<file path="config.mk">
export PLATFORM = sky130hd
export DESIGN_NAME = nic8_run_ctrl
export DESIGN_NICKNAME = d
export VERILOG_FILES = /design/src/rtl/nic8_run_ctrl.sv
export SDC_FILE = /design/constraint.sdc
export NUM_CORES = 1
export LEC_CHECK = 0
export ABC_AREA = 0
export CAP_MARGIN = 5
export CORE_MARGIN = 4
export CORE_UTILIZATION = 43
export DETAILED_ROUTE_END_ITERATION = 6
export PLACE_DENSITY = 0.77
export SETUP_SLACK_MARGIN = 0.05
export SLEW_MARGIN = 10
export SYNTH_ARGS = -nofsm -noshare
export SYNTH_HDL_FRONTEND = slang
export SYNTH_SLANG_ARGS = --single-unit
</file>
<file path="constraint.sdc">
create_clock -name clk -period 3 [get_ports clk]
set_clock_uncertainty 0.05 [all_clocks]
set_input_delay 0.45 -clock clk [delete_from_list [all_inputs] [get_ports clk]]
set_output_delay 0.45 -clock clk [all_outputs]
set_load 0.05 [all_outputs]
</file>
<file path="src/rtl/nic8_run_ctrl.sv">
// Run/halt/single-step sequencer producing the nic8 core clock enable.
// Optional output-change watchpoint is compiled in with NIC8_OUT_WATCH_EN.
module nic8_run_ctrl #(
    parameter int CW          = 16,
    parameter bit RESUME_SKIP = 1'b1
) (
    input  logic          clk,
    input  logic          reset,
    input  logic [7:0]    pc,
    input  logic [7:0]    qreg,
    input  logic          cmd_run,
    input  logic          cmd_halt,
    input  logic          cmd_step,
    input  logic          bp_en,
    input  logic [7:0]    bp_addr,
    input  logic [CW-1:0] step_limit,
    output logic          cpu_en,
    output logic          running,
    output logic          halted,
    output logic [2:0]    halt_cause,
    output logic [CW-1:0] step_count
);

    typedef enum logic [1:0] {
        ST_HALTED = 2'd0,
        ST_RUN    = 2'd1,
        ST_STEP   = 2'd2
    } state_t;

    localparam logic [2:0] CAUSE_RESET = 3'd0;
    localparam logic [2:0] CAUSE_HALT  = 3'd1;
    localparam logic [2:0] CAUSE_STEP  = 3'd2;
    localparam logic [2:0] CAUSE_BP    = 3'd3;
    localparam logic [2:0] CAUSE_LIMIT = 3'd4;
    localparam logic [2:0] CAUSE_WATCH = 3'd5;

    state_t        state_q, state_d;
    logic [2:0]    cause_q, cause_d;
    logic          skip_q, skip_d;
    logic [CW-1:0] count_q, count_d;

    logic bp_hit;
    logic lim_hit;
    logic wp_hit;

    assign bp_hit  = bp_en && (pc == bp_addr) && !skip_q;
    assign lim_hit = (step_limit != '0) && (count_q >= step_limit);

`ifdef NIC8_OUT_WATCH_EN
    logic [7:0] q_prev_q;

    // Snapshot of qreg as of the last enabled edge; a difference means an OUT just retired.
    always_ff @(posedge clk or posedge reset) begin
        if (reset) begin
            q_prev_q <= 8'h00;
        end else if (cpu_en) begin
            q_prev_q <= qreg;
        end
    end

    assign wp_hit = !skip_q && (qreg != q_prev_q);
`else
    logic unused_qreg;

    assign unused_qreg = ^qreg;
    assign wp_hit      = 1'b0;
`endif

    // State register
    always_ff @(posedge clk or posedge reset) begin
        if (reset) begin
            state_q <= ST_HALTED;
            cause_q <= CAUSE_RESET;
            skip_q  <= 1'b0;
            count_q <= '0;
        end else begin
            state_q <= state_d;
            cause_q <= cause_d;
            skip_q  <= skip_d;
            count_q <= count_d;
        end
    end

    // Next-state logic; in HALTED a cmd_halt masks step and run without changing the cause.
    always_comb begin
        state_d = state_q;
        cause_d = cause_q;
        skip_d  = skip_q;
        case (state_q)
            ST_HALTED: begin
                if (cmd_halt) begin
                    state_d = ST_HALTED;
                end else if (cmd_step) begin
                    state_d = ST_STEP;
                end else if (cmd_run) begin
                    state_d = ST_RUN;
                    skip_d  = RESUME_SKIP;
                end
            end
            ST_STEP: begin
                state_d = ST_HALTED;
                cause_d = CAUSE_STEP;
            end
            ST_RUN: begin
                skip_d = 1'b0;
                if (cmd_halt) begin
                    state_d = ST_HALTED;
                    cause_d = CAUSE_HALT;
                end else if (bp_hit) begin
                    state_d = ST_HALTED;
                    cause_d = CAUSE_BP;
                end else if (wp_hit) begin
                    state_d = ST_HALTED;
                    cause_d = CAUSE_WATCH;
                end else if (lim_hit) begin
                    state_d = ST_HALTED;
                    cause_d = CAUSE_LIMIT;
                end
            end
            default: begin
                state_d = ST_HALTED;
            end
        endcase
    end

    // Output logic; cpu_en drops in the same cycle any RUN stop condition appears.
    always_comb begin
        cpu_en  = 1'b0;
        running = 1'b0;
        halted  = 1'b0;
        case (state_q)
            ST_STEP:   cpu_en = 1'b1;
            ST_RUN: begin
                running = 1'b1;
                cpu_en  = !cmd_halt && !bp_hit && !lim_hit && !wp_hit;
            end
            default:   halted = 1'b1;
        endcase
    end

    assign count_d    = (cpu_en && (count_q != '1)) ? count_q + 1'b1 : count_q;
    assign halt_cause = cause_q;
    assign step_count = count_q;

endmodule

</file>
==> impl_metrics.csv, run 1 <==
group,metric,value,unit
run_status,status,"finished, final reports clean",
yosys,yosysWarnings,0,
worst_setup_path,critPathArrivalTime,2310,ps
route,vias_per_cell,5.23,
route,met1_length,1830,um
yosys,synth_edf_count,0,
yosys,muxShareOfSynthArea,2.26,%
power_and_ir_drop,power.internal,0.728,mW
cells_and_area,postLayoutCoreUtil,67.0,%
yosys,synth_nets,246,
worst_setup_path,required,2500,ps
cells_and_area,mostFrequentLayoutCell,"clkdlybuf4s50_1",
sta,period_minus_slack,2810,ps
cells_and_area,nets,314,
sta,whs,424,ps
global_route,grt_pass1_wl,6910,um
yosys,synth_top_family_by_area,"simple AND/OR/NAND/NOR gates",
route,met3_length,180,um
global_route,antenna_found_initial,0,
clock_tree,htree_levels,1,
clock_tree,cts_tree,"yes",
power_and_ir_drop,comb_power_share,41.6,%
clock_tree,path_clk_slew,80,ps
sta,period_share,93.8,%
route,dr.first_iter.drc_count,50,
yosys,synth_top_cell_by_area,"dfrtp_1",
route,routed_wl,4080,um
power_and_ir_drop,p_clk_share,24.2,%
yosys,synth_area,1660,um2
power_and_ir_drop,power,1.15,mW
route,top_layer,"met4",
worst_setup_path,startpoint_type,"flop",
clock_tree,ctsRootBufferMaster,"clkbuf_8",
die,die_y,70.2,um
sta,setup_viol,0,
placed_design,dp_slack,-27.1,ps
yosys,synthDominantCellAreaShare,33.1,%
die,core,3690,um2
placed_design,hpwlAfterDp,3330,um
route,drc,0,
die,dieWidth,70.2,um
global_route,grt_max_degree,23,
sta,rsz0062_at_grt,"no",
sta,hold_viol,0,
sta,slew_viol_final,0,
power_and_ir_drop,p_sw,0.424,mW
die,die_area,4930,um2
min_path,hold_path_class,"reg2reg",
worst_setup_path,critPathSlowestCell,"dfrtp_2",
cells_and_area,drive_above_1_share,10.1,%
clock_tree,holdBufCountCts,0,
global_route,grt_pass1_vias,1561,
cells_and_area,mostFrequentLayoutCells,"clkdlybuf4s50_1, inv_1, dfrtp_1, xnor2_1, ha_1",
yosys,ys_types,35,
yosys,synthArstFlopShare,100,%
yosys,synthTopCellsByArea,"dfrtp_1, ha_1, xnor2_1",
clock_tree,clock_latency,270,ps
worst_setup_path,critPathMaxStageDelay,450,ps
placed_design,gp_congestion,0.774,
worst_setup_path,crit_fanout,5,
global_route,grt_overflow,0,
sta,timing.fmax,0.356,GHz
die,start_util,45.1,%
sta,setup_slack,187,ps
route,dr.pass1.iters,4,
power_and_ir_drop,ir_drop,0.000479,V
worst_setup_path,critPathTopFamily,"compound AO/OA/AOI/OAI gates",
yosys,synth-simple-area-share,17.6,%
yosys,ys_ff_latch,22,
power_and_ir_drop,switching_share,36.8,%
cells_and_area,syn_to_final_growth,48.5,%
clock_tree,numCtsBuffers,3,
yosys,synth_compound_area_share,14.1,%
die,row_count,22,
route,postRouteAntennaNets,0,
power_and_ir_drop,p_per_area,466,nW/um2
global_route,track_usage,17.0,%
clock_tree,cts.sinks,22,
sta,worst_pin_slew,846,ps
yosys,synthXorXnorAreaFrac,11.1,%
cells_and_area,antennaDiodeCount,0,
yosys,synthAdderAreaFrac,15.0,%
power_and_ir_drop,power_frac_seq,34.2,%
yosys,synthFlopType,"dfrtp_1",
route,vias,1542,
cells_and_area,fin_cells,295,
job,maxCapViolCount,0,
placed_design,placed_cells,289,
die,ios,68,
worst_setup_path,worst-path-buf-inv,2,
route,wl_met2,2040,um
power_and_ir_drop,p_leak,1.11,nW
route,wire_per_inst,13.8,um
sta,slew_headroom,43.5,%
clock_tree,cts_buffer_depth,2,
yosys,avgSynthCellArea,9.24,um2
worst_setup_path,path_cells,"inv_1, ha_1, nand2b_4, a2111o_1, a32oi_2, nand3b_4, a21oi_4, buf_12",
yosys,ys_seq_area_share,33.1,%
worst_setup_path,crit_type,"reg2out",
placed_design,portBuffers,59,
worst_setup_path,endpoint_kind,"output port",
yosys,synthCells,180,
-- Yosys cell counts (all sizes together) (4+ instances only) --
cell type   n
inv        26
dfrtp      22
ha         20
xnor2      20
nand2      14
a21oi      13
nand4      10
o21ai       8
nand3       7
nor4        5
nand2b      4
-- cell families (layout without fill, tap and decap cells) --
kind of cell,after synthesis,in the layout
AND/OR/NAND/NOR,52,52
flip-flops,22,22
multiplexers,3,3
XOR/XNOR,21,21
adder cells (fa/ha/maj),20,20
AO/OA/AOI/OAI,34,34
buffers and inverters,28,95
-- per-stage QoR --
stage	setup TNS, ps	area [um2]
final	0	2470
after global routing	0	2470
after CTS	0	2460
after detailed placement	-29.7	2360
after global placement	-5.90	2360
after floorplan	0	1670
-- path summary, 6_finish.rpt --
check	from	endpoint	slack (ps)	cells past startpoint
setup / recovery	step_count[0]	cpu_en	190	8
hold / removal	skip_q	skip_q	420	2
setup reg to reg	step_count[0]	step_count[15]	270	9
hold reg to reg	skip_q	skip_q	420	2
max in group asynchronous	reset	step_count[0]	1730	2
min in group asynchronous	reset	step_count[1]	600	2
-- layer usage --
metal | GRT usage, % | up-vias
li1 | - | 778
met1 | 22.4 | 732
met2 | 29.1 | 28
met3 | 3.60 | 4
met4 | 2.77 | 0
met5 | 0 | -
-- flip-flops by register name (all words and copies together) (netlist names) --
name and cells:
step_count 16, halt_cause 3, state_q 2, skip_q 1
-- power by group through the flow --
| stage | clock (mW) | sequential [mW] | combinational [mW] |
|---|---|---|---|
| 4_1_cts | 0.284 | 0.392 | 0.484 |
| 2_1_floorplan | 0 | 0.498 | 0.193 |
| 3_5_place_dp | 0 | 0.398 | 0.479 |
| 6_report | 0.279 | 0.394 | 0.479 |
| 3_3_place_gp | 0 | 0.397 | 0.470 |
| 5_1_grt | 0.301 | 0.404 | 0.516 |
-- tightest hold or removal path: stages (launching register included) --
cell	delay (ps)
dfrtp_1	340
nand2_1	50
o31ai_1	60
-- layout make-up --
type / count / area, um2
tap: 48 / 60.1
clock inverter: 1 / 30.0
inverter: 26 / 97.6
timing repair buffer: 65 / 659
fill: 314 / 1220
multi-input combinational: 130 / 1030
sequential: 22 / 552
clock buffer: 3 / 41.3
-- timing repair --
action | CTS | global route
endpoints found under the setup margin | 1 | 1
gates resized for setup | 2 | 4
pin swaps | 2 | 2
buffers inserted | 2 | 0
(Power assumes the default switching activity.)
==> run 2, diff against run 1 <==
==> constraint.sdc (replaced) <==
create_clock -name clk -period 3 [get_ports clk]
set_clock_uncertainty 0.05 [all_clocks]
set_input_delay 0.45 -clock clk [delete_from_list [all_inputs] [get_ports clk]]
set_output_delay 0.45 -clock clk [all_outputs]
set_load 0.005 [all_outputs]
==> run 2 against run 1 <==
Effect of this change:
- die area did not move
- hold slack gained 3.4 ps
- register-to-register slack worse by 20 ps
- count of clock-buffer cells in the layout is the same
- sequential power is 2% lower
- setup slack worse by 68 ps
- critical path type is now in2reg
==> impl_metrics.csv, run 2 (synthesis results as in run 1) <==
group,metric,value,unit
placed_design,dp_slack,-337,ps
global_route,grt_overflow,0,
placed_design,portBuffers,59,
global_route,track_usage,17.8,%
die,ios,68,
job,maxCapViolCount,0,
global_route,antenna_found_initial,0,
die,start_util,45.1,%
cells_and_area,fin_cells,298,
global_route,grt_max_degree,23,
route,vias,1551,
clock_tree,cts_tree,"yes",
cells_and_area,largest_reg_flops,16,
placed_design,gp_congestion,0.797,
cells_and_area,syn_to_final_growth,48.7,%
worst_setup_path,critPathArrivalTime,2990,ps
worst_setup_path,critPathMaxStageDelay,480,ps
power_and_ir_drop,p_per_area,419,nW/um2
route,vias_per_cell,5.20,
worst_setup_path,path_cells,"clkdlybuf4s50_1, inv_1, ha_1, a21oi_1, o21ai_0, a21oi_1, nand3b_4, buf_4, buf_4, a2111o_1, mux2_4",
clock_tree,cts.sinks,22,
die,row_count,22,
sta,setup_viol,0,
sta,setup_slack,120,ps
route,drc,0,
route,routed_wl,4260,um
placed_design,hpwlAfterDp,3370,um
global_route,grt_pass1_vias,1532,
sta,slew_headroom,42.9,%
sta,whs,428,ps
sta,rsz0062_at_grt,"no",
clock_tree,path_clk_slew,90,ps
min_path,hold_path_class,"reg2reg",
worst_setup_path,startpoint_type,"input pin",
global_route,grt_pass1_wl,7260,um
clock_tree,cts_buffer_depth,2,
worst_setup_path,crit_fanout,2,
clock_tree,ctsRootBufferMaster,"clkbuf_8",
cells_and_area,antennaDiodeCount,0,
cells_and_area,postLayoutCoreUtil,67.0,%
die,die_y,70.2,um
sta,period_minus_slack,2880,ps
power_and_ir_drop,power,1.04,mW
route,dr.pass1.iters,4,
power_and_ir_drop,ir_drop,0.000496,V
cells_and_area,mostFrequentLayoutCells,"clkdlybuf4s50_1, inv_1, dfrtp_1, xnor2_1, ha_1",
route,postRouteAntennaNets,0,
placed_design,placed_cells,293,
worst_setup_path,critPathSlowestCell,"clkdlybuf4s50_1",
worst_setup_path,critPathTopFamily,"compound AO/OA/AOI/OAI gates",
route,dr.first_iter.drc_count,44,
sta,worst_pin_slew,855,ps
die,core,3690,um2
worst_setup_path,required,3110,ps
worst_setup_path,endpoint_kind,"flop",
run_status,status,"finished, final reports clean",
die,dieWidth,70.2,um
sta,hold_viol,0,
clock_tree,htree_levels,1,
clock_tree,clock_latency,270,ps
sta,period_share,96.0,%
route,wire_per_inst,14.3,um
worst_setup_path,crit_type,"in2reg",
worst_setup_path,worst-path-buf-inv,4,
clock_tree,numCtsBuffers,3,
sta,slew_viol_final,0,
cells_and_area,drive_above_1_share,10.4,%
sta,timing.fmax,0.347,GHz
clock_tree,holdBufCountCts,0,
die,die_area,4930,um2
cells_and_area,mostFrequentLayoutCell,"clkdlybuf4s50_1",
power_and_ir_drop,p_leak,1.12,nW
cells_and_area,nets,317,
run 2: cell types whose count changed in the layout (fill, tap and decap cells not counted):
cell	change
a21oi_1	+1
a21oi_2	-1
buf_12	-1
buf_2	+1
buf_4	+3
dfrtp_1	+1
dfrtp_2	-1
run 2: power breakdown:
part / switching [mW] / leakage, nW / internal [mW] / total, mW
clock: 0.104 / 0.0357 / 0.178 / 0.282
combinational: 0.148 / 0.789 / 0.218 / 0.367
sequential: 0.0514 / 0.293 / 0.336 / 0.387
total: 0.303 / 1.12 / 0.733 / 1.04
run 2: final cells by class:
class / count / area (um2)
Clock buffer: 3 / 41.3
Clock inverter: 1 / 30.0
Inverter: 26 / 97.6
Multi-Input combinational cell: 130 / 1030
Timing Repair Buffer: 68 / 667
Fill cell: 326 / 1220
Sequential cell: 22 / 551
Tap cell: 48 / 60.1
run 2: path summary, 6_finish.rpt:
path                                  end          start  slack (ps)  depth (start not counted)
min in group asynchronous      state_q[0]          reset         600                          2
min                                skip_q         skip_q         430                          2
max                        step_count[15]  step_limit[7]         120                         11
max in group asynchronous  step_count[11]          reset        1770                          2
max reg2reg                step_count[15]  step_count[0]         250                         10
min reg2reg                        skip_q         skip_q         430                          2
run 2: routing by layer:
layer / GRT usage, % / up-vias / wire length [um]
li1: - / 777 / -
met1: 23.8 / 733 / 1940
met2: 30.8 / 37 / 2120
met3: 3.17 / 4 / 179
met4: 1.91 / 0 / 31
met5: 0 / - / 0
run 2: metrics by stage:
stage / setup TNS (ps) / instance area [um2]
6_report: 0 / 2470
5_1_grt: 0 / 2470
4_1_cts: 0 / 2460
3_5_place_dp: -502 / 2370
3_3_place_gp: -404 / 2370
2_1_floorplan: 0 / 1660
run 2: what timing repair did:
item	4_1_cts	5_1_grt
pin swaps	2	3
resized for setup	7	3
setup buffers	0	1
endpoints found under the setup margin	1	1
run 2: worst reg2reg max path: cells and delay by family (launching register included):
family | cells | cell delay (ps)
multiplexers | 1 | 300
adder cells (fa/ha/maj) | 1 | 230
AO/OA/AOI/OAI | 3 | 1030
AND/OR/NAND/NOR | 2 | 250
buffers and inverters | 3 | 390
flip-flops | 1 | 390
